<file path="src/rtl/branch_predict_unit_pkg.sv">
// Shared types and constants for the branch predict unit: condition classes,
// MIPS branch opcodes and 2-bit saturating counter states.
package branch_predict_unit_pkg;

  typedef enum logic [2:0] {
    COND_BEQ  = 3'd0,
    COND_BNE  = 3'd1,
    COND_BGTZ = 3'd2,
    COND_BLEZ = 3'd3,
    COND_BLTZ = 3'd4,
    COND_BGEZ = 3'd5
  } cond_t;

  localparam logic [1:0] CTR_SNT = 2'b00;
  localparam logic [1:0] CTR_WNT = 2'b01;
  localparam logic [1:0] CTR_WT  = 2'b10;
  localparam logic [1:0] CTR_ST  = 2'b11;

  localparam logic [5:0] OP_REGIMM = 6'b000001;
  localparam logic [5:0] OP_BEQ    = 6'b000100;
  localparam logic [5:0] OP_BNE    = 6'b000101;
  localparam logic [5:0] OP_BLEZ   = 6'b000110;
  localparam logic [5:0] OP_BGTZ   = 6'b000111;

  // Saturating step of a 2-bit predictor counter toward the resolved outcome.
  function automatic logic [1:0] ctr_next(input logic [1:0] ctr, input logic taken);
    if (taken) return (ctr == CTR_ST) ? CTR_ST : ctr + 2'd1;
    else       return (ctr == CTR_SNT) ? CTR_SNT : ctr - 2'd1;
  endfunction

endpackage

</file>
<file path="src/rtl/branch_predict_unit_pht.sv">
// Pattern history table: 2^PHT_IDX_W saturating counters with one async read
// port and one training port; synchronous reset loads every entry at once.
module bpu_pht
  import branch_predict_unit_pkg::*;
#(
  parameter int         PHT_IDX_W = 6,
  parameter logic [1:0] CNT_INIT  = CTR_WNT
) (
  input  logic                 clk,
  input  logic                 rst,
  input  logic [PHT_IDX_W-1:0] rd_idx,
  output logic [1:0]           rd_ctr,
  input  logic                 upd_en,
  input  logic [PHT_IDX_W-1:0] upd_idx,
  input  logic                 upd_taken
);

  localparam int ENTRIES = 1 << PHT_IDX_W;

  logic [1:0] counters [ENTRIES];

  always_ff @(posedge clk) begin
    if (rst) begin
      for (int i = 0; i < ENTRIES; i++) counters[i] <= CNT_INIT;
    end else if (upd_en) begin
      counters[upd_idx] <= ctr_next(counters[upd_idx], upd_taken);
    end
  end

  // Reads see the pre-update value when D and E hit the same entry.
  assign rd_ctr = counters[rd_idx];

endmodule

</file>
<file path="src/rtl/branch_predict_unit.sv">
// Conditional-branch predictor: predicts in D, resolves and trains in E.
// Optional macro BPU_PERF_CNT_EN adds branch and mispredict counters.
module branch_predict_unit
  import branch_predict_unit_pkg::*;
#(
  parameter int         PHT_IDX_W = 6,
  parameter logic [1:0] CNT_INIT  = CTR_WNT,
  parameter int         ADDR_W    = 32
) (
  input  logic              clk,
  input  logic              rst,
  input  logic [ADDR_W-1:0] pcD,
  input  logic [31:0]       instrD,
  input  logic [ADDR_W-1:0] targetD,
  input  logic              stallE,
  input  logic              flushE,
  input  logic [31:0]       aE,
  input  logic [31:0]       bE,
  output logic              isBranchD,
  output logic              predTakenD,
  output logic              actualTakenE,
  output logic              mispredictE,
  output logic [ADDR_W-1:0] redirectPcE
`ifdef BPU_PERF_CNT_EN
  ,
  output logic [31:0]       brCount,
  output logic [31:0]       mispCount
`endif
);

  logic [5:0]           op;
  logic                 rt_lsb;
  cond_t                cond_d;
  logic [PHT_IDX_W-1:0] idx_d;
  logic [1:0]           ctr_d;

  logic                 valid_e;
  cond_t                cond_e;
  logic                 pred_e;
  logic [PHT_IDX_W-1:0] idx_e;
  logic [ADDR_W-1:0]    pc_e;
  logic [ADDR_W-1:0]    target_e;
  logic                 cond_true;

  assign op     = instrD[31:26];
  assign rt_lsb = instrD[16];
  assign idx_d  = pcD[PHT_IDX_W+1:2];

  always_comb begin
    isBranchD = 1'b0;
    cond_d    = COND_BEQ;
    case (op)
      OP_BEQ:    begin isBranchD = 1'b1; cond_d = COND_BEQ;  end
      OP_BNE:    begin isBranchD = 1'b1; cond_d = COND_BNE;  end
      OP_BGTZ:   begin isBranchD = 1'b1; cond_d = COND_BGTZ; end
      OP_BLEZ:   begin isBranchD = 1'b1; cond_d = COND_BLEZ; end
      OP_REGIMM: begin isBranchD = 1'b1; cond_d = rt_lsb ? COND_BGEZ : COND_BLTZ; end
      default:   ;
    endcase
  end

  bpu_pht #(
    .PHT_IDX_W(PHT_IDX_W),
    .CNT_INIT (CNT_INIT)
  ) u_pht (
    .clk      (clk),
    .rst      (rst),
    .rd_idx   (idx_d),
    .rd_ctr   (ctr_d),
    .upd_en   (valid_e & ~stallE),
    .upd_idx  (idx_e),
    .upd_taken(cond_true)
  );

  assign predTakenD = isBranchD & ctr_d[1];

  always_ff @(posedge clk) begin
    if (rst || flushE) begin
      valid_e  <= 1'b0;
      cond_e   <= COND_BEQ;
      pred_e   <= 1'b0;
      idx_e    <= '0;
      pc_e     <= '0;
      target_e <= '0;
    end else if (!stallE) begin
      valid_e  <= isBranchD;
      cond_e   <= cond_d;
      pred_e   <= predTakenD;
      idx_e    <= idx_d;
      pc_e     <= pcD;
      target_e <= targetD;
    end
  end

  always_comb begin
    cond_true = 1'b0;
    case (cond_e)
      COND_BEQ:  cond_true = (aE == bE);
      COND_BNE:  cond_true = (aE != bE);
      COND_BGTZ: cond_true = ($signed(aE) > 0);
      COND_BLEZ: cond_true = ($signed(aE) <= 0);
      COND_BLTZ: cond_true = ($signed(aE) < 0);
      COND_BGEZ: cond_true = ($signed(aE) >= 0);
      default:   cond_true = 1'b0;
    endcase
  end

  assign actualTakenE = valid_e & cond_true;
  assign mispredictE  = valid_e & (actualTakenE != pred_e);
  // Not-taken fall-through skips the delay slot.
  assign redirectPcE  = actualTakenE ? target_e : pc_e + ADDR_W'(8);

`ifdef BPU_PERF_CNT_EN
  always_ff @(posedge clk) begin
    if (rst) begin
      brCount   <= '0;
      mispCount <= '0;
    end else begin
      if (valid_e && !stallE)     brCount   <= brCount + 32'd1;
      if (mispredictE && !stallE) mispCount <= mispCount + 32'd1;
    end
  end
`endif

  logic unused_bits;
  assign unused_bits = ^{pcD[1:0], pcD[ADDR_W-1:PHT_IDX_W+2], instrD[25:17],
                         instrD[15:0], ctr_d[0]};

endmodule
</file>
<file path="config.mk">
export PLATFORM = sky130hd
export DESIGN_NAME = branch_predict_unit
export DESIGN_NICKNAME = d
export VERILOG_FILES = /design/src/rtl/branch_predict_unit_pkg.sv /design/src/rtl/branch_predict_unit_pht.sv /design/src/rtl/branch_predict_unit.sv
export SDC_FILE = /design/constraint.sdc
export NUM_CORES = 1
export LEC_CHECK = 0
export ABC_AREA = 1
export BUFFER_PORTS_ARGS = -buffer_cell sky130_fd_sc_hd__buf_2
export CORE_ASPECT_RATIO = 0.8
export CORE_UTILIZATION = 30
export DETAILED_ROUTE_END_ITERATION = 10
export SLEW_MARGIN = 20
export SYNTH_ARGS = -nofsm -noshare
export SYNTH_HDL_FRONTEND = slang
export SYNTH_SLANG_ARGS = --single-unit
</file>
<file path="constraint.sdc">
create_clock -name clk -period 2 [get_ports clk]
set_input_delay 0.4 -clock clk [delete_from_list [all_inputs] [get_ports clk]]
set_output_delay 0.4 -clock clk [all_outputs]
set_load 0.01 [all_outputs]
</file>
======== After elaboration in Yosys (flattened, before gate mapping) ========
Memories as Yosys holds them, arrays and structs flattened. A register that Yosys moved wholly into a read port is not among the register bits.
Index checks and enable logic that the tools add are counted.
storage, ports and cells
  register bits ........................... 75
  memory bits (writable) .................. 128
  bits of input ports ..................... 164
  output and inout port bits .............. 36
  logic and storage cells ................. 58
  memories kept ........................... 1
memories
  memory          depth  bits a word  read ports  clocked after Yosys merged registers in  wr ports  line                           source
  u_pht.counters  64     2            2           1                                        64        branch_predict_unit_pht.sv:20  logic [1:0] counters [ENTRIES];
operators by class
  add/sub/neg operators ................... 3
  magnitude comparators ................... 4
  equal/unequal tests ..................... 14
  multiplexer cells ....................... 20
  bitwise operators ....................... 5
  reduce and logical (&&, ||, !) cells .... 5
operators with widths
  operator                                                                           number
  32-bit by 4-bit adder with 32-bit output, second input constant                    1
  32-bit == test                                                                     1
  32-bit by 1-bit >= comparator with 1-bit output, second input constant             1
  32-bit by 1-bit greater-than comparator with 1-bit output, second input constant   1
  32-bit by 1-bit less-or-equal comparator with 1-bit output, second input constant  1
  32-bit by 1-bit < comparator with 1-bit output, second input constant              1
  32-bit two-way mux                                                                 1
  32-bit != test                                                                     1
  6-bit by 3-bit == test with 1-bit output, second input constant                    4
  6-bit two-way mux                                                                  3
  2-bit two-way mux                                                                  6
  3-bit case mux with 4 select lines                                                 1
  1-bit two-way mux                                                                  8
  3-bit by 2-bit == test with 1-bit output, second input constant                    2
  3-bit == test, second input constant                                               2
  6-bit by 1-bit == test with 1-bit output, second input constant                    1
  1-bit case mux with 6 select lines                                                 1
  5-bit OR reduction                                                                 1
  1-bit bitwise AND                                                                  4
  3-bit by 1-bit == test with 1-bit output, second input constant                    1
  3-bit zero test                                                                    1
  2-bit by 1-bit adder with 2-bit output, second input constant                      1
  2-bit == test, second input constant                                               1
  2-bit zero test                                                                    1
  5 further kinds                                                                    5

======== Logic depth before layout (Yosys ltp) ========
  depth after elaboration ................. 7
  gate-level depth with buffers ........... 16
  depth with buffers taken out ............ 15

======== Hierarchy ========
A second synthesis with hierarchy kept.
second synthesis, totals
  cell total of the unflattened synthesis .. 1807
  area, all modules ....................... 12480.7 µm²
modules (own cells, without submodules)
  module               times used  cells each  area an instance (µm²)  seq. area each (µm²)
  bpu_pht              1           1112        8141.6                  3843.7
  branch_predict_unit  1           695         4339.2                  1381.3

======== Worst setup path after synthesis ========
Ideal clock, no wire load.
  path type ............................... in2out
  start ................................... input aE[24]
  end ..................................... output redirectPcE[10]
  arrival time ............................ 1.727 ns
  required time ........................... 1.600 ns
  slack ................................... -0.127 ns
  stages .................................. 12
  cell sequence ........................... xnor2_1 nand2_1 nor2_1 nand2_1 nor2_1 nand3_1 nand2_1 nand2_1 nand2_1 inv_2 buf_2 o21ai_0
on the way
  cells in the longest elaborated chain, start to end .. 4
  elaborated cells on any way between the ends .. 9
  classes of those cells .................. order compare: 4; eq/ne: 2; mux: 2; bitwise: 1
ends and longest elaborated chain
  item                                                                           line                        source
  start, declared                                                                branch_predict_unit.sv:17   input logic [31:0] aE,
  32-bit by 1-bit >= comparator with 1-bit output, or another cell as far along  branch_predict_unit.sv:103  COND_BGEZ: cond_true = ($signed(aE) >= 0);
  1-bit case mux with 6 select lines (*)                                         branch_predict_unit.sv:97   case (cond_e)
  1-bit bitwise AND (*)                                                          branch_predict_unit.sv:108  assign actualTakenE = valid_e & cond_true;
  32-bit two-way mux (*)                                                         branch_predict_unit.sv:111  assign redirectPcE = actualTakenE ? target_e : pc_e + ADDR_W'(8);
  end, declared                                                                  branch_predict_unit.sv:23   output logic [ADDR_W-1:0] redirectPcE
Mark *: on every way between the ends. The rest lies on a longest branch, timed or not.

==> results.md <==
- The run finished, with violations left.
- The checks that failed: setup timing.
- The core area is 38280 um2.
- For the pin with the worst max-slew slack, the measured transition is 0.8131 ns.
- Of all nets on the critical path, the largest fanout is 4.
- The CTS buffer count is 25.
- The largest single stage delay on the critical path is 0.35 ns.
- Clock-pin slew was measured on the worst setup and hold paths at 0.06 ns.
- The count of fill cells added during filler insertion is 3511.
- The post-route DRC violation count is 0.
- Buffers placed on the I/O ports in this run total 174.
- The starting density of the core is 0.3046.
- The number of nets handed over by synthesis was 1799.
- The number of DRC markers after the initial detailed-route iteration is 1238.
- The library cells used most frequently in the layout, excluding fill and tap cells, are sky130_fd_sc_hd__nand2_1, sky130_fd_sc_hd__buf_2, sky130_fd_sc_hd__nor2_1.
- For this run, asynchronously set or reset flops after synthesis account for 0.
- In this run, synthesis inferred 128 flip-flops with an integrated enable.
- The total routing usage reported by global routing is 0.1981.
- The total vias in the final route is 12.56k.
- After layout, the worst setup slack is -0.7553 ns.
- Setup violations remaining at the end of the flow were counted as 163.
- The floorplan die width is 222.4 um.
- The share of post-route cells with drive strength above 1 is 0.3864.
- The worst endpoint required time is 1.60 ns.
- The category of cells accounting for the largest share of critical-path delay is simple AND/OR/NAND/NOR gates.
- The total overflow left after global routing is 0.
- The setup skew after layout is 0.02770 ns.
- The area of combinational cells with multiple inputs is 6929 um2.
- The hold buffer count at cts is 0.
- The most common library cell in the layout ignoring fill and taps is sky130_fd_sc_hd__nand2_1.
- The first-pass iteration count of the detailed router is 6.
- In this run the cell area measured after placement is 13980 um2.
- The power density over cell area is 647.3 nW/um2.
- The row count is 64.
- CTS built an H-tree with a depth of 1.
- The worst setup path is of the reg2out kind.
- IR analysis of the VDD net gives a maximum drop of 0.0004790 V.
- From synthesis to final layout, the design area changed by 54.50%.
- During synthesis, Yosys emitted a total of 0 warnings.
- Data arrives at the worst endpoint at 2.36 ns.
- The placed cell count is 2334.
- After routing the design area is 18010 um2.
- The pin count of the biggest net entering global routing is 83.
- The latest clock arrival within the worst-skew pair is 0.55 ns.
- The post-synthesis instance area is 11660 um2.
- The overall routed net length is 44150 um.
- The flip-flop and latch count after synthesis is 203.
- The worst setup path is captured at a primary output.
- The max-slew violation total from the final report is 0.
- The maximum buffer depth of the clock tree is 3.
- After layout, the minimum clock period comes to 2.755 ns.
- The library cell contributing the largest single delay on the critical path is sky130_fd_sc_hd__dfxtp_4.
- The worst hold path class is in2reg.
- The TritonCTS clock tree is yes.
- Max-cap violations in this run came to 0.
- The overall die height is 178.3 um.
- After detailed routing, the number of vias per cell comes to 5.099.
- The count of final hold-check violations is 0.
- Each instance of the synthesized netlist takes up on average 7.149 um2.
- The die outline area is 39660 um2.
- The congestion estimate from routability-driven global placement came to 0.9274.
- The count of mapped cells out of synthesis is 1631.
- The fraction of the core area covered by cells at the end of the flow is 0.4706.
- The count of antenna-violating nets left after detailed routing is 0.
- The tightest hold path in the finished design has a slack of 0.1162 ns.
- Yosys mapped the design onto 31 distinct sky130hd cell types.
- The cell sitting at the root of the clock tree is a sky130_fd_sc_hd__clkbuf_16.
- Walking the worst path, the cells encountered are ha_4, nand2_4, nor2_4, nand2_2, nor3_4, nand4_1, buf_6, nor3_4, xor2_1, nand2_1, nand2_2, buf_6.
- The critical path launch point type is a flop.
- The sequential cell area in the final layout is 5378 um2.
- The number of clock sinks is 203.
- The fmax is 362.9 MHz.
- The number of antenna violations at the first check in global routing is 1.
- 200 I/O pins were placed.
- The number of global-route vias before repair is 11.58k.
- The final instance count without filler cells is 2463.
- Of the synthesized area, sequential elements account for 0.4584.
- Dividing the detail-routed wire length by the instance count gives 17.93 um.
- Total power for the finished layout comes to 11660 uW.
- The first-pass GRT wire length is 61940 um.
- The fraction of the cycle the final worst path needs is 1.378.
- The max-slew headroom at the worst pin is 0.4579.
- Among all flip-flop cells after synthesis, the most frequent one is sky130_fd_sc_hd__edfxtp_1.
- After the last flow step, the layout net total stands at 2117.
- Setup repair after global routing could not meet its margin everywhere.
- The leakage component of the power is 0.007380 uW.
- The placed wire-length estimate is 26380 um.
- The critical path contains buffers and inverters numbering 2 combined.
==> worst register-to-register path, stage by stage (launching register included) <==
cell and delay (ns):
sky130_fd_sc_hd__dfxtp_4 0.46, sky130_fd_sc_hd__clkinv_8 0.15, sky130_fd_sc_hd__buf_12 0.17, sky130_fd_sc_hd__nand2_1 0.10, sky130_fd_sc_hd__nand3_2 0.10, sky130_fd_sc_hd__nand3_2 0.10, sky130_fd_sc_hd__nand2_1 0.07, sky130_fd_sc_hd__nand2_1 0.08
sky130_fd_sc_hd__nand3_2 0.08, sky130_fd_sc_hd__nand3_2 0.10, sky130_fd_sc_hd__nand2_4 0.08, sky130_fd_sc_hd__nand2_4 0.10, sky130_fd_sc_hd__nand2_4 0.07, sky130_fd_sc_hd__nand2_8 0.07, sky130_fd_sc_hd__buf_12 0.15, sky130_fd_sc_hd__buf_12 0.12
sky130_fd_sc_hd__clkbuf_16 0.15, sky130_fd_sc_hd__nor2_1 0.04
==> Yosys cell counts, types with 4 or more instances <==
library cell / instances / area, um2
sky130_fd_sc_hd__nand2_1: 575 / 2158
sky130_fd_sc_hd__nand3_1: 239 / 1196
sky130_fd_sc_hd__nor2_1: 195 / 732.0
sky130_fd_sc_hd__inv_1: 133 / 499.2
sky130_fd_sc_hd__edfxtp_1: 128 / 3844
sky130_fd_sc_hd__dfxtp_1: 75 / 1501
sky130_fd_sc_hd__a21oi_1: 67 / 335.3
sky130_fd_sc_hd__clkbuf_1: 38 / 142.6
sky130_fd_sc_hd__xnor2_1: 33 / 289.0
sky130_fd_sc_hd__o21ai_0: 31 / 155.2
sky130_fd_sc_hd__buf_2: 25 / 125.1
sky130_fd_sc_hd__buf_4: 17 / 127.6
sky130_fd_sc_hd__xor2_1: 15 / 131.4
sky130_fd_sc_hd__nor3_1: 12 / 60.06
sky130_fd_sc_hd__nand4_1: 11 / 68.82
sky130_fd_sc_hd__buf_6: 6 / 67.56
sky130_fd_sc_hd__inv_2: 6 / 22.52
sky130_fd_sc_hd__ha_1: 4 / 50.05
sky130_fd_sc_hd__nand2_2: 4 / 25.02
==> final cells by class <==
type,instances,area share
well taps,495,0.03438
clock inverters,12,0.007570
flip-flops and latches,203,0.2985
clock buffers,33,0.03806
multi-input cells,1202,0.3846
inverters,139,0.03181
diodes,1,0.0001389
repair buffers,377,0.2043
repair inverters,1,0.0006251
==> registers in the layout, summed over array words and instances, names as in the netlist, named ones only <==
| signal | cells |
|---|---|
| valid_e | 1 |
| pc_e | 27 |
| idx_e | 5 |
| pred_e | 1 |
| target_e | 32 |
| u_pht.counters | 128 |
| cond_e | 3 |
==> logic make-up (layout without fill, tap and decap cells) <==
kind of cell             count (synthesis)  count (layout)  synth area share
adder cells (fa/ha/maj)                  4               4          0.004292
AND/OR/NAND/NOR                       1047            1047            0.3716
AO/OA/AOI/OAI                          103             103           0.04485
buffers and inverters                  226             562           0.08477
flip-flops                             203             203            0.4584
XOR/XNOR                                48              48           0.03606
other                                    0               1                 0
==> power by group <==
part,internal [uW],switching (uW),total [uW]
clock network,2790,1850,4630
registers,4530,81.4,4610
logic,1100,1310,2410
total,8420,3240,11700
==> worst paths after layout <==
| path | depth (start not counted) | endpoint | start | slack, ns |
|---|---|---|---|---|
| worst min register to register | 2 | target_e[14] | target_e[14] | 0.47 |
| worst max-delay path | 12 | redirectPcE[25] | idx_e[1] | -0.76 |
| worst min-delay path | 3 | target_e[14] | targetD[14] | 0.12 |
| worst max register to register | 17 | u_pht.counters[42][1] | flop | -0.42 |
==> layer usage <==
layer / track usage / wire length, um
met1: 0.2613 / 17990
met2: 0.3224 / 20190
met3: 0.04925 / 4703
met4: 0.05460 / 1279
met5: 0 / 0
==> what timing repair did <==
item,4_1_cts,5_1_grt
endpoints found under the setup margin,163,245
setup buffers,42,28
cloned,13,26
pin swaps,34,57
gates resized for setup,178,318
==> metrics by stage <==
step | setup TNS (ns) | worst slack, ns
CTS | -41.04 | -0.7801
floorplan | -0.03093 | -0.01817
global route | -73.68 | -0.9253
finish | -61.87 | -0.7553
detailed placement | -67.14 | -0.5095
global placement | -64.81 | -0.4903
Power figures use the tool's default switching activity.
